[src/rtl/aoi211_bist_ctrl.sv]
// Built-in self-test sequencer for a single aoi211 cell (ZN = !((A1&A2)|B|C)).
// Walks all 16 input vectors, lets each settle, samples ZN and records mismatches.
module aoi211_bist_ctrl #(
    parameter int unsigned SETTLE_CYC = 2,
    parameter int unsigned SETTLE_W   = 4
) (
    input  logic       CLK,
    input  logic       RST,
    input  logic       START,
    input  logic       ABORT,
    input  logic       ZN_DUT,
    output logic       A1,
    output logic       A2,
    output logic       B,
    output logic       C,
    output logic       BUSY,
    output logic       DONE,
    output logic       PASS,
    output logic [4:0] FAIL_CNT,
    output logic [3:0] FAIL_VEC
);

    localparam int unsigned VEC_W  = 4;
    localparam int unsigned FCNT_W = 5;

    if (SETTLE_CYC == 0 || SETTLE_CYC > 15) begin : g_bad_settle_cyc
        $error("aoi211_bist_ctrl: SETTLE_CYC must be in 1..15");
    end
    if (SETTLE_W < 32 && SETTLE_CYC > ((2 ** SETTLE_W) - 1)) begin : g_bad_settle_w
        $error("aoi211_bist_ctrl: SETTLE_W too narrow for SETTLE_CYC");
    end

    typedef enum logic [1:0] {
        S_IDLE   = 2'd0,
        S_SETTLE = 2'd1,
        S_SAMPLE = 2'd2,
        S_DONE   = 2'd3
    } state_t;

    state_t              r_state;
    state_t              w_state_nxt;

    logic [VEC_W-1:0]    r_vec;
    logic [VEC_W-1:0]    w_vec_nxt;
    logic [VEC_W-1:0]    r_stim;
    logic [VEC_W-1:0]    w_stim_nxt;
    logic [SETTLE_W-1:0] r_cnt;
    logic [SETTLE_W-1:0] w_cnt_nxt;
    logic [FCNT_W-1:0]   r_fail_cnt;
    logic [FCNT_W-1:0]   w_fail_cnt_nxt;
    logic [VEC_W-1:0]    r_fail_vec;
    logic [VEC_W-1:0]    w_fail_vec_nxt;
    logic                r_busy;
    logic                w_busy_nxt;
    logic                r_done;
    logic                w_done_nxt;

    logic                w_settle_last;
    logic                w_vec_last;
    logic                w_exp_zn;
    logic                w_mismatch;

    assign w_settle_last = (r_cnt == SETTLE_W'(SETTLE_CYC - 1));
    assign w_vec_last    = (r_vec == VEC_W'(15));
    assign w_exp_zn      = ~((r_vec[3] & r_vec[2]) | r_vec[1] | r_vec[0]);
    assign w_mismatch    = (ZN_DUT != w_exp_zn);

    // State register
    always_ff @(posedge CLK) begin
        if (RST) begin
            r_state <= S_IDLE;
        end else begin
            r_state <= w_state_nxt;
        end
    end

    // Next-state logic; ABORT beats START while busy, START wins when idle/done
    always_comb begin
        w_state_nxt = r_state;
        case (r_state)
            S_IDLE, S_DONE: begin
                if (START) begin
                    w_state_nxt = S_SETTLE;
                end
            end
            S_SETTLE: begin
                if (ABORT) begin
                    w_state_nxt = S_IDLE;
                end else if (w_settle_last) begin
                    w_state_nxt = S_SAMPLE;
                end
            end
            S_SAMPLE: begin
                if (ABORT) begin
                    w_state_nxt = S_IDLE;
                end else if (w_vec_last) begin
                    w_state_nxt = S_DONE;
                end else begin
                    w_state_nxt = S_SETTLE;
                end
            end
            default: w_state_nxt = S_IDLE;
        endcase
    end

    // Datapath and output next values
    always_comb begin
        w_vec_nxt      = r_vec;
        w_stim_nxt     = r_stim;
        w_cnt_nxt      = r_cnt;
        w_fail_cnt_nxt = r_fail_cnt;
        w_fail_vec_nxt = r_fail_vec;
        case (r_state)
            S_IDLE, S_DONE: begin
                w_stim_nxt = '0;
                if (START) begin
                    w_vec_nxt      = '0;
                    w_cnt_nxt      = '0;
                    w_fail_cnt_nxt = '0;
                    w_fail_vec_nxt = '0;
                end
            end
            S_SETTLE: begin
                if (ABORT) begin
                    w_stim_nxt = '0;
                end else if (!w_settle_last) begin
                    w_cnt_nxt = r_cnt + SETTLE_W'(1);
                end
            end
            S_SAMPLE: begin
                if (ABORT) begin
                    w_stim_nxt = '0;
                end else begin
                    if (w_mismatch) begin
                        w_fail_cnt_nxt = r_fail_cnt + FCNT_W'(1);
                        if (r_fail_cnt == '0) begin
                            w_fail_vec_nxt = r_vec;
                        end
                    end
                    if (w_vec_last) begin
                        w_stim_nxt = '0;
                    end else begin
                        w_vec_nxt  = r_vec + VEC_W'(1);
                        w_stim_nxt = r_vec + VEC_W'(1);
                        w_cnt_nxt  = '0;
                    end
                end
            end
            default: w_stim_nxt = '0;
        endcase
        w_busy_nxt = (w_state_nxt == S_SETTLE) || (w_state_nxt == S_SAMPLE);
        w_done_nxt = (w_state_nxt == S_DONE);
    end

    // Datapath registers
    always_ff @(posedge CLK) begin
        if (RST) begin
            r_vec      <= '0;
            r_stim     <= '0;
            r_cnt      <= '0;
            r_fail_cnt <= '0;
            r_fail_vec <= '0;
            r_busy     <= 1'b0;
            r_done     <= 1'b0;
        end else begin
            r_vec      <= w_vec_nxt;
            r_stim     <= w_stim_nxt;
            r_cnt      <= w_cnt_nxt;
            r_fail_cnt <= w_fail_cnt_nxt;
            r_fail_vec <= w_fail_vec_nxt;
            r_busy     <= w_busy_nxt;
            r_done     <= w_done_nxt;
        end
    end

    assign A1       = r_stim[3];
    assign A2       = r_stim[2];
    assign B        = r_stim[1];
    assign C        = r_stim[0];
    assign BUSY     = r_busy;
    assign DONE     = r_done;
    assign PASS     = r_done & (r_fail_cnt == '0);
    assign FAIL_CNT = r_fail_cnt;
    assign FAIL_VEC = r_fail_vec;

endmodule
[config.mk]
export PLATFORM = sky130hd
export DESIGN_NAME = aoi211_bist_ctrl
export DESIGN_NICKNAME = d
export VERILOG_FILES = /design/src/rtl/aoi211_bist_ctrl.sv
export SDC_FILE = /design/constraint.sdc
export NUM_CORES = 1
export LEC_CHECK = 0
export ABC_CLOCK_PERIOD_IN_PS = 1750
export BUFFER_PORTS_ARGS = -buffer_cell sky130_fd_sc_hd__buf_2
export CORE_UTILIZATION = 50
export DETAILED_ROUTE_END_ITERATION = 6
export MAX_ROUTING_LAYER = met4
export PLACE_DENSITY = 0.75
export SYNTH_ARGS = -nofsm -noshare
export SYNTH_HDL_FRONTEND = slang
export SYNTH_SLANG_ARGS = --single-unit
[constraint.sdc]
create_clock -name CLK -period 1.75 [get_ports CLK]
set_input_delay 0.35 -clock CLK [delete_from_list [all_inputs] [get_ports CLK]]
set_output_delay 0.35 -clock CLK [all_outputs]
set_load 0.05 [all_outputs]
Word-level counts from Yosys, hierarchy flattened. Cells that the tools add are included.

Equality and inequality tests: 17. Reduce and logical (&&, ||, !) cells: 9. Bitwise gates (word level): 5. Multiplexer cells: 27. $add $sub $neg: 3.

Operators with widths (count): 4-bit 2-to-1 mux (13); 4-bit case mux with 3 select lines (2); 2-bit != test, second input constant (8); 4-bit case mux with 2 select lines (2); 5-bit 2-to-1 mux (3); 2-bit 2-to-1 mux (5); 5-bit case mux with 2 select lines (1); 5-bit AND reduction (2); 4-bit by 1-bit adder with 4-bit output, second input constant (2); 2-bit equality test, second input constant (4); 4-bit AND reduction (2); 2-bit case mux with 3 select lines (1); 5-bit by 1-bit adder with 5-bit output, second input constant (1); 5-bit zero test (1); 2-bit by 1-bit equality test with 1-bit output, second input constant (2); 4-bit by 1-bit equality test with 1-bit output, second input constant (1); 4-bit equality test, second input constant (1); 1-bit bitwise AND (2); 2-bit zero test (1); 1-bit OR (2); 2-bit nonzero test (1); 2-bit OR reduction (1); 1-bit logical OR (1); 1-bit != test (1); 1-bit NOT (1).

Word-level logic and storage cells: 69. Flip-flop bits (word level): 25. Input port bits: 5.

Longest topological paths before layout. Gate-level depths: netlist of the first run.

Word-level depth: 8. Gate-level depth with buffers: 8. Depth with buffers taken out: 7.

Worst setup path after synthesis of the first run. Ideal clock, no wire load.

Kind: register to output. From: reg r_fail_cnt[1], in the netlist FAIL_CNT[1]. To: out PASS. Stages on the path, launching flop included: 5. Arrival: 1662 ps. Data required time: 1400 ps. Path slack: -262 ps. Path through: dfxtp_1 -> inv_1 -> ha_1 -> nor4b_1 -> and2_1.

Cells in the longest elaborated chain, start to end: 2.

RTL lines: start: declaration (line 49) `logic [FCNT_W-1:0] r_fail_cnt;`; start signal: assignment (line 169) `r_fail_cnt <= w_fail_cnt_nxt;`; 5-bit zero test (line 182) `assign PASS = r_done & (r_fail_cnt == '0);`; 1-bit bitwise AND (line 182); end: declaration (line 18) `output logic PASS,`.

Every way passes these cells.

Worst setup path in the final report of the first run.
From: reg r_state[0]. To: reg r_cnt[2].

Cells in the longest elaborated chain, start to end: 4.

RTL lines: start: declaration (line 40) `state_t r_state;`; start signal: assignment (line 73) `r_state <= w_state_nxt;`; 2-bit equality test / 2-bit zero test (equally long branches) (line 113) `case (r_state)`; 2-bit OR reduction (line 113); 2-bit != test (no line); 5-bit AND reduction (no line); end signal: assignment (line 168) `r_cnt <= w_cnt_nxt;`; end: declaration (line 47) `logic [SETTLE_W-1:0] r_cnt;`.

Several ways; a longest one is shown, not always the timed one. A chain may end at the register's enable or synchronous reset.

==> flow_summary_export.csv, run 1 <==
group,metric,value,unit
global_route,overflow,0,
logic_synthesis,syn_inst,157,
sta,setup_viol,5,
floorplan,core-area,2540,um2
sta,worst_slew_pin_slew,0.407,ns
cells_and_area,area_growth,32.8,%
logic_synthesis,yosysUniqueCellTypes,44,
sta,fin_ws,-0.115,ns
logic_synthesis,syn_area_per_cell,8.84,um2
worst_setup_path,worstRegToRegCells,6,
detailed_routing,route.vias.total,1405,
cells_and_area,instances_no_fill,230,
floorplan,dieArea,2990,um2
worst_hold_path,hold-path-endpoint,"r_stim[2]",
floorplan,die_h,54.7,um
worst_setup_path,r2r_start,"r_state[0]",
logic_synthesis,ys_ff_latch,25,
detailed_routing,drc,0,
clock_tree,numCtsBuffers,3,
cells_and_area,antennaDiodeCount,0,
worst_setup_path,worst_ep_arrival_time,2.14,ns
worst_setup_path,path_cells,"inv_4 -> ha_4 -> nor2b_4 -> a211o_1 -> or4_1 -> a21oi_1",
sta,hold_viol_final,0,
logic_synthesis,synth-simple-area-share,0.241,
worst_setup_path,slowest_delay,0.54,ns
logic_synthesis,synth_compound_area_frac,0.245,
cells_and_area,fin_util,0.724,
run,maxCapViolations,0,
sta,worst_slew_margin_rel,0.727,
power,p_leak,0.759,nW
clock_tree,clk_path_buf_depth,2,
floorplan,row_count,18,
detailed_routing,post_drt_wl_per_cell,16.0,um
logic_synthesis,synthXorXnorAreaFrac,0.0307,
clock_tree,root_buffer,"clkbuf_4",
place,portBuffers,20,
cells_and_area,nets,214,
global_route,first_global_vias,1273,
power,vdd_drop_max,0.000595,V
detailed_routing,ant_nets,0,
run_status,status,"complete, but fails checks",
place,numPlacedInstances,217,
sta,fin_crit,1.87,ns
global_route,grt_max_degree,18,
sta,maxSlewViolCount,0,
floorplan,initial_core_util,0.545,
clock_tree,htreeDepth,1,
run_status,violations,"setup timing",
place,gp_congestion,0.765,
worst_setup_path,r2r_setup_slack,-0.12,ns
logic_synthesis,seq_area_frac_synth,0.361,
clock_tree,clk_pin_slew,0.15,ns
logic_synthesis,synth_fp_nets,170,
detailed_routing,drtPass1Iterations,4,
floorplan,pin_count,21,
global_route,grt_usage,0.262,
worst_setup_path,cp-start-kind,"register",
logic_synthesis,ys_warn_count,0,
place,hpwl,2.45,mm
detailed_routing,wl,3.69,mm
logic_synthesis,syn_area,1390,um2
worst_setup_path,worstPathMaxFanout,6,
global_route,antenna_found_initial,0,
floorplan,die-width,54.7,um
worst_setup_path,reg2reg_to,"r_cnt[2]",
sta,rsz0062_at_grt,"true",
logic_synthesis,synthAdderAreaFrac,0.0721,
clock_tree,clock_sinks,25,
global_route,grt_pass1_wl,5.49,mm
detailed_routing,vias_per_cell,6.11,
power,p_per_area,703,nW/um2
detailed_routing,drt-initial-drc-count,36,
sta,fmax,536,MHz
worst_hold_path,hp-class,"in2reg",
cells_and_area,drive_gt1_frac,0.415,
logic_synthesis,synth_top_family_by_area,"compound AO/OA/AOI/OAI gates",
clock_tree,cts_tree,"built",
logic_synthesis,synth.area.mux_share,0.00721,
sta,fin_skew,0.0223,ns
worst_setup_path,end_kind,"register",
worst_setup_path,critPathRequiredTime,2.03,ns
worst_hold_path,min_from,"ABORT",
clock_tree,worstSkewPairLatency,0.33,ns
sta,hold_ws,0.266,ns
sta,fin_crit_sh,1.07,
worst_setup_path,critPathKind,"reg2reg",
worst_setup_path,slowest_stage,"or4_1",
worst_hold_path,holdPathStages,2,
## how the worst max path moves through the flow
stage | start | to | slack, ns | cells past startpoint
2_1_floorplan | FAIL_CNT[0] | PASS | 0.001 | 4
3_3_place_gp | r_state[0] | r_cnt[3] | 0.02 | 6
3_5_place_dp | r_state[0] | r_cnt[0] | -0.03 | 6
4_1_cts | FAIL_CNT[1] | PASS | -0.06 | 5
5_1_grt | r_state[0] | r_cnt[2] | -0.17 | 6
6_report | r_state[0] | r_cnt[2] | -0.12 | 6
## synth_stat cells
cell type,instances,share of area
xor2_1,2,0.013
nand2b_1,3,0.014
a21oi_1,9,0.032
mux2i_1,1,0.0072
dfxtp_1,25,0.36
a21boi_1,1,0.0054
nor4b_1,1,0.0063
xor2_2,1,0.012
o2bb2ai_1,1,0.0063
nor2_1,6,0.016
a211oi_1,3,0.016
or4_1,5,0.027
o32ai_1,1,0.0063
o21ai_0,5,0.018
o22ai_1,1,0.0045
inv_2,1,0.0027
nor3_1,1,0.0036
a31oi_1,7,0.032
and2_1,3,0.014
o211ai_1,4,0.022
nand4_1,4,0.018
nor4_1,2,0.0090
nand2_1,10,0.027
a32o_1,1,0.0072
o211a_2,1,0.0072
inv_1,8,0.022
clkbuf_1,4,0.011
nand3_2,1,0.0072
buf_6,1,0.0081
o31ai_1,6,0.032
and4_1,1,0.0063
and4bb_1,1,0.0090
a22oi_1,5,0.027
ha_1,8,0.072
a211o_1,1,0.0063
xnor2_1,1,0.0063
a211oi_4,1,0.014
o221a_2,1,0.0081
or2_2,1,0.0045
and3_1,4,0.018
or3_1,4,0.018
or3b_1,1,0.0063
nor2b_1,5,0.023
nand3_1,4,0.014
## cells in the final DEF, fill, tap and decap left out, types with 3 or more instances in the layout
cell / n
dfxtp_1: 20
dfxtp_2: 3
buf_4: 24
a21oi_2: 3
ha_1: 5
clkbuf_4: 3
or3_1: 4
buf_2: 19
nor2_1: 6
a22oi_1: 5
nand4_1: 4
nand2b_1: 3
inv_1: 4
a31oi_1: 7
nand2_1: 10
nand3_1: 4
o211ai_1: 4
ha_4: 3
o31ai_1: 5
or4_1: 3
and3_1: 3
inv_2: 4
o21ai_0: 4
a21oi_1: 6
## metrics by stage
step | setup slack, ns | power, W | setup TNS [ns] | area (um2)
global route | -0.175 | 0.00136 | -0.707 | 1840
CTS | -0.0565 | 0.00125 | -0.180 | 1730
floorplan | 0.00126 | 0.000846 | 0 | 1430
global placement | 0.0233 | 0.000955 | 0 | 1650
detailed placement | -0.0297 | 0.000967 | -0.0729 | 1650
finish | -0.115 | 0.00130 | -0.255 | 1840
## area by class of cell
type	count	area [um2]
multi-input combinational	118	940
clock buffer	3	22.5
clock inverter	1	5.00
sequential	25	512
tap	30	37.5
inverter	9	36.3
fill	196	702
timing repair buffer	44	290
## worst max-delay path, delay by kind of cell (launching register included)
| kind | cells | cell delay [ns] |
|---|---|---|
| adder cells (fa/ha/maj) | 1 | 0.20 |
| buffers and inverters | 1 | 0.04 |
| flip-flops | 1 | 0.41 |
| AND/OR/NAND/NOR | 2 | 0.66 |
| AO/OA/AOI/OAI | 2 | 0.49 |
## repair_timing
item                                    CTS  global route
buffers inserted                          3             6
hold buffers                              0             0
pin swaps                                 3            11
cloned                                    0             0
endpoints found under the setup margin    6            16
gates resized for setup                  11            21
## layer usage
metal	GRT usage	part of all wire
met5	-	0
met4	0.111	0.014
met2	0.448	0.51
met3	0.0306	0.031
met1	0.305	0.44
## cells by family (layout without fill, tap and decap cells)
group                    after synthesis  after routing
AND/OR/NAND/NOR                       57             57
AO/OA/AOI/OAI                         48             48
flip-flops                            25             25
buffers and inverters                 14             57
adder cells (fa/ha/maj)                8              8
XOR/XNOR                               4              4
multiplexers                           1              1
## registers in the layout, summed over array words and instances, names as in the netlist
signal,flops
DONE,1
r_vec,4
FAIL_CNT,5
r_stim,4
FAIL_VEC,4
BUSY,1
r_state,2
r_cnt,4
## report_power, final
| group | switching [W] | internal, W | total (W) |
|---|---|---|---|
| combinational | 0.000232 | 0.000191 | 0.000424 |
| clock | 0.000180 | 0.0000857 | 0.000266 |
| sequential | 0.0000163 | 0.000591 | 0.000607 |
No activity file was read; power rests on OpenSTA's default activity.
==> inputs of run 2 (changes only) <==
--- a/config.mk
+++ b/config.mk
@@ -9,7 +9,6 @@
 export BUFFER_PORTS_ARGS = -buffer_cell sky130_fd_sc_hd__buf_2
 export CORE_UTILIZATION = 50
 export DETAILED_ROUTE_END_ITERATION = 6
-export MAX_ROUTING_LAYER = met4
 export PLACE_DENSITY = 0.75
 export SYNTH_ARGS = -nofsm -noshare
 export SYNTH_HDL_FRONTEND = slang
==> constraint.sdc (replaced) <==
create_clock -name CLK -period 1.75 [get_ports CLK]
set_input_delay 0.175 -clock CLK [delete_from_list [all_inputs] [get_ports CLK]]
set_output_delay 0.175 -clock CLK [all_outputs]
set_load 0.05 [all_outputs]
==> run 2 against run 1 <==
- the flow still finishes with violations (setup timing)
- register-to-register slack better by 0.08 ns
- critical path depth stayed put
- die area stayed put
- clock-buffer cell count stayed put
- clock skew is 0.011 ns lower
- combinational power is 6.4% lower
- global-route usage is 2.5 points lower
- hold slack worse by 0.18 ns
- via count is 2.9% lower
- power is 1.2% lower
- largest power group unchanged
==> flow_summary_export.csv, run 2 (synthesis gave the netlist of run 1 again) <==
group,metric,value,unit
run_status,status,"complete, but fails checks",
run_status,violations,"setup timing",
sta,worst_slew_margin_rel,0.687,
detailed_routing,post_drt_wl_per_cell,15.3,um
worst_setup_path,critPathKind,"reg2reg",
floorplan,initial_core_util,0.545,
place,dpl_cell_area,1620,um2
sta,tns,-0.0634,ns
worst_setup_path,r2r_setup_slack,-0.03,ns
floorplan,row_count,18,
global_route,overflow,0,
global_route,grt_util_met3,0.0333,
place,portBuffers,20,
cells_and_area,drive_gt1_frac,0.326,
sta,rsz0062_at_grt,"true",
detailed_routing,ant_nets,0,
detailed_routing,drtPass1Iterations,4,
sta,fin_crit,1.78,ns
global_route,grt.busiest_layer,"met2",
clock_tree,htreeDepth,1,
worst_setup_path,crit_family,"simple AND/OR/NAND/NOR gates",
sta,fmax,562,MHz
floorplan,dieArea,2990,um2
detailed_routing,drc,0,
worst_setup_path,worstPathMaxFanout,6,
clock_tree,root_buffer,"clkbuf_4",
global_route,grt_max_degree,19,
cells_and_area,antennaDiodeCount,0,
floorplan,die_h,54.7,um
sta,fin_ws,-0.0306,ns
detailed_routing,vias_per_cell,6.12,
worst_setup_path,cp-start-kind,"register",
cells_and_area,layout_common_cells,"dfxtp_1 (21), buf_2 (19), buf_4 (15)",
cells_and_area,layout_commonest_cell,"dfxtp_1",
clock_tree,clk_path_buf_depth,2,
power,p_leak,0.707,nW
sta,maxSlewViolCount,0,
worst_setup_path,critPathRequiredTime,2.01,ns
global_route,grt_pass1_wl,5.09,mm
detailed_routing,wl,3.41,mm
global_route,met1_usage,0.294,
power,vdd_drop_max,0.000848,V
run,maxCapViolations,0,
floorplan,die-width,54.7,um
sta,fin_skew,0.0112,ns
worst_setup_path,path_cells,"inv_2 -> ha_4 -> and4bb_1 -> a211o_1 -> or4_1 -> a21oi_1",
global_route,grt_usage,0.236,
place,gp_congestion,0.793,
cells_and_area,nets,207,
worst_setup_path,slowest_delay,0.49,ns
detailed_routing,drt-initial-drc-count,27,
floorplan,pin_count,21,
clock_tree,numCtsBuffers,3,
floorplan,core-area,2540,um2
detailed_routing,route.vias.total,1364,
sta,setup_viol,4,
clock_tree,clock_sinks,25,
worst_setup_path,worst_ep_arrival_time,2.04,ns
sta,worst_slew_pin_slew,0.466,ns
worst_setup_path,slowest_stage,"or4_1",
clock_tree,worstSkewPairLatency,0.33,ns
worst_hold_path,hp-class,"in2reg",
clock_tree,cts_tree,"built",
sta,fin_crit_sh,1.02,
sta,hold_viol_final,0,
global_route,grtUsageMet2,0.416,
clock_tree,clk_pin_slew,0.16,ns
cells_and_area,area_growth,25.2,%
cells_and_area,largest_reg_flops,5,
cells_and_area,fin_area,1740,um2
worst_setup_path,crit_buf_inv,1,
global_route,first_global_vias,1133,
power,p_per_area,737,nW/um2
place,hpwl,2.44,mm
worst_setup_path,end_kind,"register",
global_route,antenna_found_initial,0,
-- run 2: timing repair --
action,4_1_cts,5_1_grt
endpoints found under the setup margin,5,9
pin swaps,5,2
hold buffers,0,0
hold endpoints to repair,0,0
setup buffers,2,3
gates resized for setup,9,6
-- run 2: through the flow --
step           cells  utilization  setup slack, ns  total power, W  hold slack (ns)
2_1_floorplan    157            -          -0.0107        0.000845            0.253
3_3_place_gp     214        0.636           0.0102        0.000942            0.436
3_5_place_dp     214        0.636          -0.0393        0.000956            0.441
4_1_cts          220        0.665          -0.0402         0.00127           0.0796
5_1_grt          223        0.683           -0.102         0.00134           0.0763
6_report         223        0.683          -0.0306         0.00128           0.0885
-- run 2: per-layer routing --
layer | wire length [um] | share of wire | vias up
met3 | 122 | 0.036 | 2
li1 | - | - | 672
met4 | 15 | 0.0044 | 0
met5 | 0 | 0 | -
met2 | 1710 | 0.50 | 30
met1 | 1560 | 0.46 | 660
-- run 2: worst paths after layout --
check / endpoint / startpoint / cells past startpoint
hold reg to reg: r_stim[2] / r_stim[2] / 2
setup reg to reg: r_cnt[0] / r_state[1] / 6
setup / recovery: r_cnt[0] / r_state[1] / 6
hold / removal: r_stim[2] / ABORT / 2
-- run 2: layout make-up --
type | instances | area (um2)
repair buffers | 37 | 241
multi-input cells | 118 | 890
fillers | 216 | 807
inverters | 9 | 33.8
clock inverters | 1 | 7.51
flip-flops and latches | 25 | 505
well taps | 30 | 37.5
clock buffers | 3 | 22.5
-- run 2: where the power goes --
part,switching (W),leakage [nW],total [W],internal [W]
clock network,0.000196,0.0139,0.000283,0.0000872
logic,0.000217,0.490,0.000397,0.000180
registers,0.0000104,0.204,0.000600,0.000590
total,0.000423,0.707,0.00128,0.000857
